--- config.mk ---
export PLATFORM = sky130hd
export DESIGN_NAME = williams_input_cond
export DESIGN_NICKNAME = d
export VERILOG_FILES = /design/src/rtl/williams_input_pkg.sv /design/src/rtl/williams_input_debounce.sv /design/src/rtl/williams_input_cond.sv
export SDC_FILE = /design/constraint.sdc
export NUM_CORES = 1
export LEC_CHECK = 0
export ABC_AREA = 1
export CORE_UTILIZATION = 50
export CTS_CLUSTER_DIAMETER = 40
export DETAILED_ROUTE_END_ITERATION = 10
export GPL_TIMING_DRIVEN = 1
export HOLD_SLACK_MARGIN = 0.03
export PLACE_DENSITY = 0.78
export SLEW_MARGIN = 30
export SYNTH_ARGS = -nofsm -noshare
export SYNTH_HDL_FRONTEND = slang
export SYNTH_SLANG_ARGS = --single-unit
--- constraint.sdc ---
create_clock -name clk_sys -period 2.7 [get_ports clk_sys]
set_clock_uncertainty 0.1 [all_clocks]
set_input_delay 0.405 -clock clk_sys [delete_from_list [all_inputs] [get_ports clk_sys]]
set_output_delay 0.405 -clock clk_sys [all_outputs]
set_load 0.01 [all_outputs]
--- src/rtl/williams_input_pkg.sv ---
// Shared joystick bit map, coin FSM encoding and direction helper for williams_input_cond.
package williams_input_pkg;

    localparam int JOY_W     = 13;
    localparam int JB_RIGHT  = 0;
    localparam int JB_LEFT   = 1;
    localparam int JB_DOWN   = 2;
    localparam int JB_UP     = 3;
    localparam int JB_FIRE_A = 4;
    localparam int JB_FIRE_B = 5;
    localparam int JB_FIRE_C = 6;
    localparam int JB_FIRE_D = 7;
    localparam int JB_FIRE_E = 8;
    localparam int JB_FIRE_F = 9;
    localparam int JB_START1 = 10;
    localparam int JB_START2 = 11;
    localparam int JB_COIN   = 12;

    typedef enum logic [1:0] {
        IDLE,
        PULSE,
        WAIT_REL
    } coin_state_t;

    // Single direction by priority up > down > left > right; bit order {up, down, left, right}.
    function automatic logic [3:0] dir_pick(input logic [3:0] d);
        logic [3:0] r;
        r = 4'b0000;
        if (d[3])      r = 4'b1000;
        else if (d[2]) r = 4'b0100;
        else if (d[1]) r = 4'b0010;
        else if (d[0]) r = 4'b0001;
        return r;
    endfunction

endpackage

--- src/rtl/williams_input_debounce.sv ---
// Sampled shift-history debouncer: a bit changes only when DEB_SAMPLES consecutive samples agree.
module input_debounce #(
    parameter int unsigned WIDTH       = 13,
    parameter int unsigned DEB_TICK    = 1024,
    parameter int unsigned DEB_SAMPLES = 3
) (
    input  logic             i_clk,
    input  logic             i_rst,
    input  logic [WIDTH-1:0] i_din,
    output logic [WIDTH-1:0] o_dout,
    output logic             o_strobe
);

    localparam int unsigned   TW        = (DEB_TICK > 1) ? $clog2(DEB_TICK) : 1;
    localparam logic [TW-1:0] TICK_LAST = TW'(DEB_TICK - 1);

    logic [TW-1:0]                      r_tick;
    logic [WIDTH-1:0][DEB_SAMPLES-1:0] r_hist;
    logic [WIDTH-1:0][DEB_SAMPLES-1:0] w_hist_next;
    logic [WIDTH-1:0]                   r_dout;
    logic [WIDTH-1:0]                   w_dout_next;
    logic                               w_strobe;

    assign w_strobe = (r_tick == TICK_LAST);
    assign o_strobe = w_strobe;
    assign o_dout   = r_dout;

    always_ff @(posedge i_clk or posedge i_rst) begin
        if (i_rst) begin
            r_tick <= '0;
        end else if (w_strobe) begin
            r_tick <= '0;
        end else begin
            r_tick <= r_tick + 1'b1;
        end
    end

    always_comb begin
        w_hist_next = '0;
        w_dout_next = r_dout;
        for (int i = 0; i < int'(WIDTH); i++) begin
            w_hist_next[i] = {r_hist[i][DEB_SAMPLES-2:0], i_din[i]};
            if (&w_hist_next[i]) begin
                w_dout_next[i] = 1'b1;
            end else if (~|w_hist_next[i]) begin
                w_dout_next[i] = 1'b0;
            end
        end
    end

    always_ff @(posedge i_clk or posedge i_rst) begin
        if (i_rst) begin
            r_hist <= '0;
            r_dout <= '0;
        end else if (w_strobe) begin
            r_hist <= w_hist_next;
            r_dout <= w_dout_next;
        end
    end

endmodule

--- src/rtl/williams_input_cond.sv ---
// Joystick conditioning: debounce, opposing cancel, 4-way restriction and frame-stretched coin.
// Optional autofire on fire A is built only when WILLIAMS_AUTOFIRE_EN is defined.
module williams_input_cond
    import williams_input_pkg::*;
#(
    parameter int unsigned DEB_TICK    = 1024,
    parameter int unsigned DEB_SAMPLES = 3,
    parameter int unsigned COIN_FRAMES = 4,
    parameter int unsigned AF_FRAMES   = 3
) (
    input  logic             clk_sys,
    input  logic             reset,
    input  logic             vs,
    input  logic [JOY_W-1:0] joy_in,
    input  logic             four_way,
    input  logic             af_en,
    output logic [JOY_W-1:0] joy_out
);

    localparam logic [3:0] COIN_LOAD = 4'(COIN_FRAMES);

    logic [JOY_W-1:0]    w_deb;
    logic                w_strobe;
    logic                r_vs;
    logic                r_vs_d;
    logic                w_frame_tick;
    logic [3:0]          w_dir_c;
    logic [3:0]          w_dir_held;
    logic [3:0]          w_dir_next;
    logic                w_fire_a;
    logic [JB_START2:0]  r_joy_lo;
    coin_state_t         r_coin_state;
    logic [3:0]          r_coin_cnt;
    logic                r_coin_out;
    logic                r_coin_prev;
    logic                r_coin_arm;
    logic                w_coin_rise;

    input_debounce #(
        .WIDTH       (JOY_W),
        .DEB_TICK    (DEB_TICK),
        .DEB_SAMPLES (DEB_SAMPLES)
    ) u_debounce (
        .i_clk    (clk_sys),
        .i_rst    (reset),
        .i_din    (joy_in),
        .o_dout   (w_deb),
        .o_strobe (w_strobe)
    );

    always_ff @(posedge clk_sys or posedge reset) begin
        if (reset) begin
            r_vs   <= 1'b0;
            r_vs_d <= 1'b0;
        end else begin
            r_vs   <= vs;
            r_vs_d <= r_vs;
        end
    end

    assign w_frame_tick = r_vs & ~r_vs_d;

    // Keep the previous 4-way direction while it stays held, otherwise pick by priority.
    always_comb begin
        w_dir_c = w_deb[JB_UP:JB_RIGHT];
        if (w_deb[JB_LEFT] && w_deb[JB_RIGHT]) begin
            w_dir_c[JB_LEFT:JB_RIGHT] = 2'b00;
        end
        if (w_deb[JB_UP] && w_deb[JB_DOWN]) begin
            w_dir_c[JB_UP:JB_DOWN] = 2'b00;
        end
        w_dir_held = r_joy_lo[JB_UP:JB_RIGHT] & w_dir_c;
        w_dir_next = w_dir_c;
        if (four_way) begin
            w_dir_next = (|w_dir_held) ? dir_pick(w_dir_held) : dir_pick(w_dir_c);
        end
    end

`ifdef WILLIAMS_AUTOFIRE_EN
    localparam logic [3:0] AF_LAST = 4'(AF_FRAMES - 1);

    logic       r_af_on;
    logic       r_af_lvl;
    logic [3:0] r_af_cnt;
    logic       w_af_on_d;
    logic       w_af_lvl_d;
    logic [3:0] w_af_cnt_d;
    logic       w_af_active;

    assign w_af_active = af_en & w_deb[JB_FIRE_A];

    always_comb begin
        w_af_on_d  = r_af_on;
        w_af_lvl_d = r_af_lvl;
        w_af_cnt_d = r_af_cnt;
        if (!w_af_active) begin
            w_af_on_d  = 1'b0;
            w_af_lvl_d = 1'b0;
            w_af_cnt_d = 4'd0;
        end else if (!r_af_on) begin
            w_af_on_d  = 1'b1;
            w_af_lvl_d = 1'b1;
            w_af_cnt_d = 4'd0;
        end else if (w_frame_tick) begin
            if (r_af_cnt >= AF_LAST) begin
                w_af_cnt_d = 4'd0;
                w_af_lvl_d = ~r_af_lvl;
            end else begin
                w_af_cnt_d = r_af_cnt + 4'd1;
            end
        end
    end

    always_ff @(posedge clk_sys or posedge reset) begin
        if (reset) begin
            r_af_on  <= 1'b0;
            r_af_lvl <= 1'b0;
            r_af_cnt <= 4'd0;
        end else begin
            r_af_on  <= w_af_on_d;
            r_af_lvl <= w_af_lvl_d;
            r_af_cnt <= w_af_cnt_d;
        end
    end

    assign w_fire_a = w_af_active ? w_af_lvl_d : w_deb[JB_FIRE_A];
`else
    logic w_unused_af;
    assign w_unused_af = af_en | (AF_FRAMES == 0);
    assign w_fire_a    = w_deb[JB_FIRE_A];
`endif

    always_ff @(posedge clk_sys or posedge reset) begin
        if (reset) begin
            r_joy_lo <= '0;
        end else begin
            r_joy_lo <= {w_deb[JB_START2:JB_FIRE_B], w_fire_a, w_dir_next};
        end
    end

    // Arming needs a raw low sample, so a coin held across reset cannot fire a pulse.
    assign w_coin_rise = w_deb[JB_COIN] & ~r_coin_prev & r_coin_arm;

    always_ff @(posedge clk_sys or posedge reset) begin
        if (reset) begin
            r_coin_state <= IDLE;
            r_coin_cnt   <= 4'd0;
            r_coin_out   <= 1'b0;
            r_coin_prev  <= 1'b0;
            r_coin_arm   <= 1'b0;
        end else begin
            r_coin_prev <= w_deb[JB_COIN];
            if (w_strobe && !joy_in[JB_COIN]) begin
                r_coin_arm <= 1'b1;
            end
            case (r_coin_state)
                IDLE: begin
                    if (w_coin_rise) begin
                        r_coin_state <= PULSE;
                        r_coin_cnt   <= COIN_LOAD;
                        r_coin_out   <= 1'b1;
                    end
                end
                PULSE: begin
                    if (w_frame_tick) begin
                        if (r_coin_cnt <= 4'd1) begin
                            r_coin_state <= WAIT_REL;
                            r_coin_cnt   <= 4'd0;
                            r_coin_out   <= 1'b0;
                        end else begin
                            r_coin_cnt <= r_coin_cnt - 4'd1;
                        end
                    end
                end
                WAIT_REL: begin
                    if (!w_deb[JB_COIN]) begin
                        r_coin_state <= IDLE;
                    end
                end
                default: begin
                    r_coin_state <= IDLE;
                    r_coin_out   <= 1'b0;
                end
            endcase
        end
    end

    assign joy_out = {r_coin_out, r_joy_lo};

endmodule

Word level (Yosys, flattened, before mapping)
Cells that the tools add are included.
Storage, ports and cells
  register bits: 72
  output and inout bits: 13
  word-level logic and storage cells: 166
Operators by class
  add/subtract/negate cells: 2
  $lt $le $gt $ge: 1
  eq/ne operators: 20
  muxes and demuxes: 52
  bitwise logic cells: 7
  reduce and logical (&&, ||, !) cells: 49
Operators by type and width (number)
  AND reduction 3 bit: 14
  OR reduction 3 bit: 13
  2-to-1 mux 1 bit: 31
  2-to-1 mux 4 bit: 7
  inequality test 2 x 1 -> 1 bit, second input constant: 13
  AND reduction 2 bit: 13
  2-to-1 mux 2 bit: 8
  adder 10 x 1 -> 10 bit, second input constant: 1
  == test 10 bit, second input constant: 1
  2-to-1 mux 10 bit: 1
  inequality test 2 bit, second input constant: 4
  case mux 4 bit (2 select lines): 1
  AND reduction 4 bit: 2
  2-to-1 mux 3 bit: 2
  case mux 2 bit (3 select lines): 1
  AND 4 bit: 1
  <= comparator 4 x 1 -> 1 bit, second input constant: 1
  OR reduction 4 bit: 1
  subtractor 4 x 1 -> 4 bit, second input constant: 1
  AND 1 bit: 3
  logical AND 1 bit: 3
  inverter 1 bit: 3
  case mux 1 bit (3 select lines): 1
  == test 2 x 1 -> 1 bit, second input constant: 1
  4 further kinds: 4

Depth between registers and ports, before layout
Gate-level depths: netlist (run 1).
  depth after elaboration: 9
  mapped depth: 9
  depth with buffers taken out: 8

Hierarchy
Synthesis (run 1) repeated with hierarchy kept, for this count alone.
Second synthesis, totals
  cells, all modules: 393
  area, all modules: 3310.7 µm²
Modules (own cells, without submodules)
  input_debounce: instances 1, cells an instance 288, area each 2298.5 µm², seq. area each 1226.2 µm²
  williams_input_cond: instances 1, cells an instance 105, area each 1012.2 µm², seq. area each 575.6 µm²

Least setup slack after synthesis (run 1)
No wires, ideal clock.
  path type: register to register
  start: register u_debounce.r_tick[0]
  end: register u_debounce.r_tick[0]
  arrival time: 1.301 ns
  required time: 2.537 ns
  path slack: 1.236 ns
  cell stages (with the launch flop): 9
  path buffers: 1
  clock period less this slack: 1.464 ns
  cells stage by stage: dfrtp_1 > ha_1 > nand2_2 > nor2_4 > nand3b_4 > inv_2 > buf_6 > or2_2 > inv_1
Between the ends
  cells in the longest elaborated chain, start to end: 2
  elaborated cells between the ends (all ways): 3
  classes of those cells: 1 x add/sub; 1 x eq/ne; 1 x mux
Ends and longest elaborated chain
  from (decl): line williams_input_debounce.sv:17  | logic [TW-1:0] r_tick;
  from (signal assigned): line williams_input_debounce.sv:34  | r_tick <= r_tick + 1'b1;
  adder 10 x 1 -> 10 bit or == test 10 bit (tied branches): line williams_input_debounce.sv:34, williams_input_debounce.sv:24
  2-to-1 mux 10 bit *: line williams_input_debounce.sv:31  | end else if (w_strobe) begin
Every way passes the cells marked *; elsewhere a longest branch is shown, timed or not.
A chain may end at the register's enable or synchronous reset.

Worst setup path after layout (run 1)
  start: register u_debounce.r_tick[0]
  end: register u_debounce.r_hist[36] (netlist name)
Between the ends
  cells in the longest elaborated chain, start to end: 1
Ends and longest elaborated chain
  == test 10 bit: line williams_input_debounce.sv:24  | assign w_strobe = (r_tick == TICK_LAST);
  to (signal assigned): line williams_input_debounce.sv:56  | r_hist <= w_hist_next;
  to (decl): line williams_input_debounce.sv:18  | logic [WIDTH-1:0][DEB_SAMPLES-1:0] r_hist;
Every way passes these cells.

==> results.tsv, run 1 <==
stage	metric	value	unit
critical_path	r2r setup slk	0.82	ns
clock_network	hold_buf cts	0	
sta	Final period util	0.696	
place	GP Congestion	0.762	
run_status	outcome	complete, no violations	
pwr	Peak supply drop	0.000452	V
synth	Yosys reg bits	72	
layout	layout cells sized above 1	0.0842	
critical_path	Worst Setup SP	u_debounce.r_tick[0]	
floorplanning	row count	28	
synth	dominant cell type by area after synthesis	dfrtp_1	
layout	Area Growth Syn to Fin	19.1	%
clock_network	CTS Buf Count	9	
drt	drt pass-1 iters	4	
floorplanning	full die area	6430	sq um
global_route	first-pass GRT wire length	8.74	mm
sta	Setup-failing EPs final	0	
hold_path	WHS Path Cells	0	
run	max-cap violations	0	
layout	NumNets Final	396	
drt	Post-route DRC	0	
sta	Rel. slew slack	0.601	
global_route	All-Layer GR Usage	0.181	
synth	Syn Inst Count	341	
clock_network	maximum buffer depth of the clock tree	2	
hold_path	min-delay src	u_debounce.o_dout[10]	
sta	max frequency	532	MHz
clock_network	Post-CTS Resized	0	
sta	Slew @ Worst Pin	0.598	ns
clock_network	Root Driver	clkbuf_8	
critical_path	type of destination of the critical path	flip-flop	
floorplanning	Die W	80.2	um
global_route	vias in the first global route	2142	
drt	1st-iter DRT viols	190	
layout	Fillers	501	
global_route	largest net degree at the start of global routing	73	
sta	minimum clock period	1.88	ns
drt	vias per cell	4.89	
pwr	total power	0.00209	W
clock_network	clock transition at the registers of the reported paths	0.08	ns
synth	syn nets	362	
sta	Final Slew Violations	0	
floorplanning	core area	5920	sq um
synth	Mean Syn Cell Area	8.96	sq um
clock_network	H-tree Lvls	3	
sta	setup tns final	0	ns
global_route	antenna violations before repair	0	
layout	antenna cells	0	
drt	final WL	4.97	mm
floorplanning	IO Pins	31	
sta	RSZ-0062 raised after global routing	false	
floorplanning	Die Y	80.2	um
place	post-detail-place hpwl	3.32	mm
synth	Netlist cell types	26	
synth	Syn. warnings	0	
synth	Post-Syn Area	3060	sq um
drt	routed vias	2225	
hold_path	Worst Hold Class	reg2reg	
synth	top cells by area, synth	dfrtp_1, nand2_1, o21ai_0, inv_1, nor2_1	
critical_path	critical path launch point type	flip-flop	
drt	DRT antenna net count	0	
synth	post-synth top area share	0.590	
pwr	P_leak	1.76	nW
pwr	P per Cell Area	575	nW/um^2
critical_path	FF-to-FF path depth	7	
floorplanning	Initial Utilization	0.516	
clock_network	Setup Fix Bufs, Post-CTS	0	
drt	DR WL/cell	10.9	um
clock_network	Sink Count	72	
global_route	GRT overflow	0	
clock_network	CTS tree	done	
clock_network	Skew-Pair Late Insertion Delay	0.34	ns
critical_path	peak fanout along the critical path	40	
place	IO buf count	29	
sta	Final Hold Viols	0	
layout	post-layout util	0.615	
synth	sequential fraction of the synthesis area	0.590	
critical_path	Critical Path AT	2.00	ns
critical_path	WP data required	2.82	ns
critical_path	critical path class	reg2reg	
critical_path	RR Startpoint	u_debounce.r_tick[0]	
## sequential cells by signal (all words and copies together), names as in the netlist
| signal | count |
|---|---|
| u_debounce.r_tick | 10 |
| r_coin_state | 2 |
| r_coin_cnt | 4 |
| r_vs | 1 |
| u_debounce.o_dout | 13 |
| r_coin_out | 1 |
| u_debounce.r_hist | 26 |
| r_coin_arm | 1 |
| r_coin_prev | 1 |
| r_joy_lo | 12 |
| r_vs_d | 1 |
## final timing paths
| check | to |
|---|---|
| setup reg to reg | u_debounce.r_hist[36] |
| hold reg to reg | r_joy_lo[10] |
| max in group asynchronous | u_debounce.o_dout[10] |
| setup / recovery | u_debounce.r_hist[36] |
| min in group asynchronous | r_vs_d |
| hold / removal | r_joy_lo[10] |
## per-stage QoR
step	instances	worst slack (ns)	instance area [sq um]	hold WS (ns)
2_1_floorplan	341	0.370	3060	0.248
3_3_place_gp	439	0.841	3410	0.257
3_5_place_dp	439	0.802	3410	0.261
4_1_cts	455	0.780	3640	0.270
5_1_grt	455	0.612	3640	0.277
6_report	455	0.820	3640	0.269
## cell type report
type                       count  area, sq um  area share
tap                           75         93.8      0.0258
clock inverter                 5         78.8      0.0217
multi-input combinational    230         1080       0.296
sequential                    72         1800       0.495
clock buffer                  11          151      0.0416
timing repair buffer          31          318      0.0873
inverter                      31          116      0.0320
## power by group
part           internal (W)  switching, W
registers           0.00108   0.000000704
logic             0.0000252     0.0000299
clock network      0.000569      0.000388
total               0.00167      0.000419
## synth_stat cells, drive strengths merged
library cell,count
ha,3
nand3b,2
a21oi,2
o21a,1
buf,7
o21ai,39
clkbuf,1
dfrtp,72
or2,1
xor2,6
nand3,11
nor3,11
nand2,125
o211ai,1
nor2,25
nand4,3
inv,31
## layer usage
| layer | GRT usage | vias up | share of wire | wire length [um] |
|---|---|---|---|---|
| met5 | 0 | - | 0 | 0 |
| met2 | 0.305 | 30 | 0.48 | 2400 |
| met3 | 0.0602 | 6 | 0.037 | 182 |
| met1 | 0.208 | 1045 | 0.47 | 2330 |
| li1 | - | 1144 | - | - |
| met4 | 0.0786 | 0 | 0.011 | 57 |
## cell families after synthesis
family	Yosys count	share of synthesized area
compound gates	43	0.0794
buf+inv	39	0.0573
simple gates	178	0.244
fa+ha+maj	3	0.0123
flops	72	0.590
xor+xnor	6	0.0172
## worst max-delay path: stages, from the launching register on
cell and delay [ns]:
dfrtp_1 0.37, ha_1 0.20, nand2_2 0.09, nor2_4 0.16
nand3b_4 0.10, inv_2 0.45, nand2_1 0.16, o21a_1 0.14
## cells in the final DEF (no fill, tap or decap), drive strengths merged
| master | count |
|---|---|
| nand2 | 125 |
| dfrtp | 72 |
| o21ai | 39 |
| inv | 31 |
| clkdlybuf4s50 | 29 |
| nor2 | 25 |
| nand3 | 11 |
| nor3 | 11 |
| clkbuf | 11 |
| xor2 | 6 |
| nand4 | 3 |
| ha | 3 |
| clkinv | 3 |
| a21oi | 2 |
| bufinv | 2 |
| nand3b | 2 |
| buf | 2 |
| o21a | 1 |
| or2 | 1 |
| o211ai | 1 |
Power figures use the tool's default switching activity.
==> inputs of run 2 (changes only) <==
--- a/config.mk
+++ b/config.mk
@@ -11,7 +11,7 @@
 export DETAILED_ROUTE_END_ITERATION = 10
 export GPL_TIMING_DRIVEN = 1
 export HOLD_SLACK_MARGIN = 0.03
-export PLACE_DENSITY = 0.78
+export PLACE_DENSITY = 0.8
 export SLEW_MARGIN = 30
 export SYNTH_ARGS = -nofsm -noshare
 export SYNTH_HDL_FRONTEND = slang
==> constraint.sdc (replaced) <==
create_clock -name clk_sys -period 1.6 [get_ports clk_sys]
set_clock_uncertainty 0.1 [all_clocks]
set_input_delay 0.24 -clock clk_sys [delete_from_list [all_inputs] [get_ports clk_sys]]
set_output_delay 0.24 -clock clk_sys [all_outputs]
set_load 0.01 [all_outputs]
==> results.tsv, run 2 (synthesis gave the netlist of run 1 again) <==
stage	metric	value	unit	change
floorplanning	IO Pins	31		unchanged
critical_path	Worst Path Buf+Inv	1		unchanged
layout	most frequent cells in the layout	nand2_1, dfrtp_1, inv_1		was nand2_1, dfrtp_1, inv_1, clkdlybuf4s50_1, o21ai_0
place	IO buf count	29		unchanged
run	max-cap violations	0		unchanged
global_route	GRT overflow	0		unchanged
clock_network	maximum buffer depth of the clock tree	2		unchanged
place	post-detail-place hpwl	3.59	mm	was 3.32 mm
critical_path	WP data required	1.26	ns	was 2.82 ns
floorplanning	Die W	80.2	um	unchanged
layout	most common cell after layout, fill and taps aside	nand2_1		unchanged
sta	Final period util	0.966		
drt	DRT antenna net count	0		unchanged
critical_path	type of destination of the critical path	primary output		was flip-flop
floorplanning	core area	5920	sq um	unchanged
global_route	All-Layer GR Usage	0.189		was 0.181
layout	Area Growth Syn to Fin	21.3	%	was 19.1%
critical_path	Critical Path AT	1.21	ns	was 2.00 ns
pwr	total power	0.00346	W	was 0.00209 W
sta	Fin Hold WS	0.232	ns	was 0.269 ns
critical_path	CP max stage cell	clkdlybuf4s50_1		was inv_2
layout	number of flip-flops in the largest register	26		unchanged
global_route	first-pass GRT wire length	9.25	mm	was 8.74 mm
run_status	outcome	complete, no violations		unchanged
clock_network	H-tree Lvls	3		unchanged
critical_path	critical path launch point type	flip-flop		unchanged
sta	setup tns final	0	ns	unchanged
sta	Slew @ Worst Pin	0.374	ns	was 0.598 ns
critical_path	Worst path max stage delay	0.54	ns	was 0.45 ns
drt	DR WL/cell	11.2	um	was 10.9 um
pwr	Internal	0.00279	W	was 0.00167 W
pwr	P per Cell Area	933	nW/um^2	was 575 nW/um^2
sta	Final Slew Violations	0		unchanged
pwr	Clock Power Share	0.445		was 0.458
critical_path	critical path class	reg2out		was reg2reg
sta	RSZ-0062 raised after global routing	true		was false
global_route	busiest metal layer after global routing	met2		unchanged
clock_network	CTS tree	done		unchanged
drt	final WL	5.19	mm	was 4.97 mm
global_route	antenna violations before repair	0		unchanged
sta	Setup-failing EPs final	0		unchanged
floorplanning	Initial Utilization	0.516		unchanged
pwr	P_leak	1.82	nW	was 1.76 nW
floorplanning	row count	28		unchanged
critical_path	peak fanout along the critical path	1		was 40
pwr	Comb pwr share	0.027		was 0.026
sta	max frequency	647	MHz	
layout	Fillers	487		was 501
drt	routed vias	2295		was 2225
sta	Final Hold Viols	0		unchanged
global_route	largest net degree at the start of global routing	73		unchanged
place	GP Congestion	0.791		was 0.762
floorplanning	Die Y	80.2	um	unchanged
global_route	GR Util met2	0.325		was 0.305
clock_network	Root Driver	clkbuf_8		unchanged
global_route	grt met3 use	0.0545		was 0.0602
clock_network	clock transition at the registers of the reported paths	0.06	ns	was 0.08 ns
sta	minimum clock period	1.55	ns	
floorplanning	full die area	6430	sq um	unchanged
layout	antenna cells	0		unchanged
pwr	share of power burned in registers	0.528		was 0.516
drt	Post-route DRC	0		unchanged
layout	Largest Register	u_debounce.r_hist		unchanged
layout	layout cells sized above 1	0.0982		was 0.0842
drt	1st-iter DRT viols	148		was 190
clock_network	hold_buf cts	0		unchanged
global_route	vias in the first global route	2239		was 2142
critical_path	worst path cell trace	clkdlybuf4s50_1		was ha_1 -> nand2_2 -> nor2_4 -> nand3b_4 -> inv_2 -> nand2_1 -> o21a_1
clock_network	CTS Buf Count	9		unchanged
sta	Rel. slew slack	0.751		was 0.601
global_route	met1 Use GR	0.226		was 0.208
layout	NumNets Final	403		was 396
drt	vias per cell	4.97		was 4.89
clock_network	Sink Count	72		unchanged
critical_path	CP delay by family, top	buffers and inverters		was simple AND/OR/NAND/NOR gates
pwr	switching part of the total	0.194		was 0.200
hold_path	Worst Hold Class	in2async		was reg2reg
pwr	Peak supply drop	0.000672	V	was 0.000452 V
layout	post-route cell area	3700	sq um	was 3640 sq um
layout	post-layout util	0.626		was 0.615
place	placed cell area	3470	sq um	was 3410 sq um
clock_network	Skew-Pair Late Insertion Delay	0.34	ns	about the same
pwr	sw power	0.000671	W	was 0.000419 W
drt	drt pass-1 iters	4		unchanged
run 2: what timing repair did:
item	4_1_cts	5_1_grt
setup endpoints to repair	7	30
endpoints found under the hold margin	0	0
gates resized for setup	5	8
setup buffers	1	0
pin swaps	1	3
run 2: power groups by stage:
stage / clock network [W] / registers, W / logic [W]
floorplan: 0 / 0.00186 / 0.0000325
global placement: 0 / 0.00186 / 0.0000969
detailed placement: 0 / 0.00186 / 0.0000980
CTS: 0.00159 / 0.00182 / 0.0000984
global route: 0.00166 / 0.00182 / 0.000107
finish: 0.00154 / 0.00182 / 0.0000947
run 2: path summary, 6_finish.rpt:
path                                 startpoint               endpoint  slack, ns  cells past startpoint
hold / removal                            reset  u_debounce.r_hist[36]       0.23                      3
max in group asynchronous                 reset  u_debounce.r_hist[25]       0.86                      3
hold reg to reg            u_debounce.o_dout[4]            r_joy_lo[4]       0.28                      0
min in group clk_sys                         vs                   r_vs       0.24                      1
setup reg to reg           u_debounce.r_tick[0]   u_debounce.o_dout[5]       0.10                      9
setup / recovery                    r_joy_lo[4]             joy_out[4]       0.05                      1
run 2: routing by layer:
layer	wire length [um]	part of all wire
met1	2370	0.46
met2	2580	0.50
met3	180	0.035
met4	53	0.010
met5	0	0
run 2: final cells by class:
cell class                 count  area [sq um]  share of cell area
clock buffer                  13           149              0.0402
clock inverter                 3          65.1              0.0176
inverter                      31           123              0.0331
multi-input combinational    230          1080               0.293
sequential                    72          1800               0.486
tap                           75          93.8              0.0253
timing repair buffer          38           388               0.105
run 2: metrics by stage:
step	setup slack, ns	cells
final	0.0547	462
after global routing	-0.0112	462
after CTS	0.0106	462
after detailed placement	0.0117	445
after global placement	0.0461	445
after floorplan	0.136	341
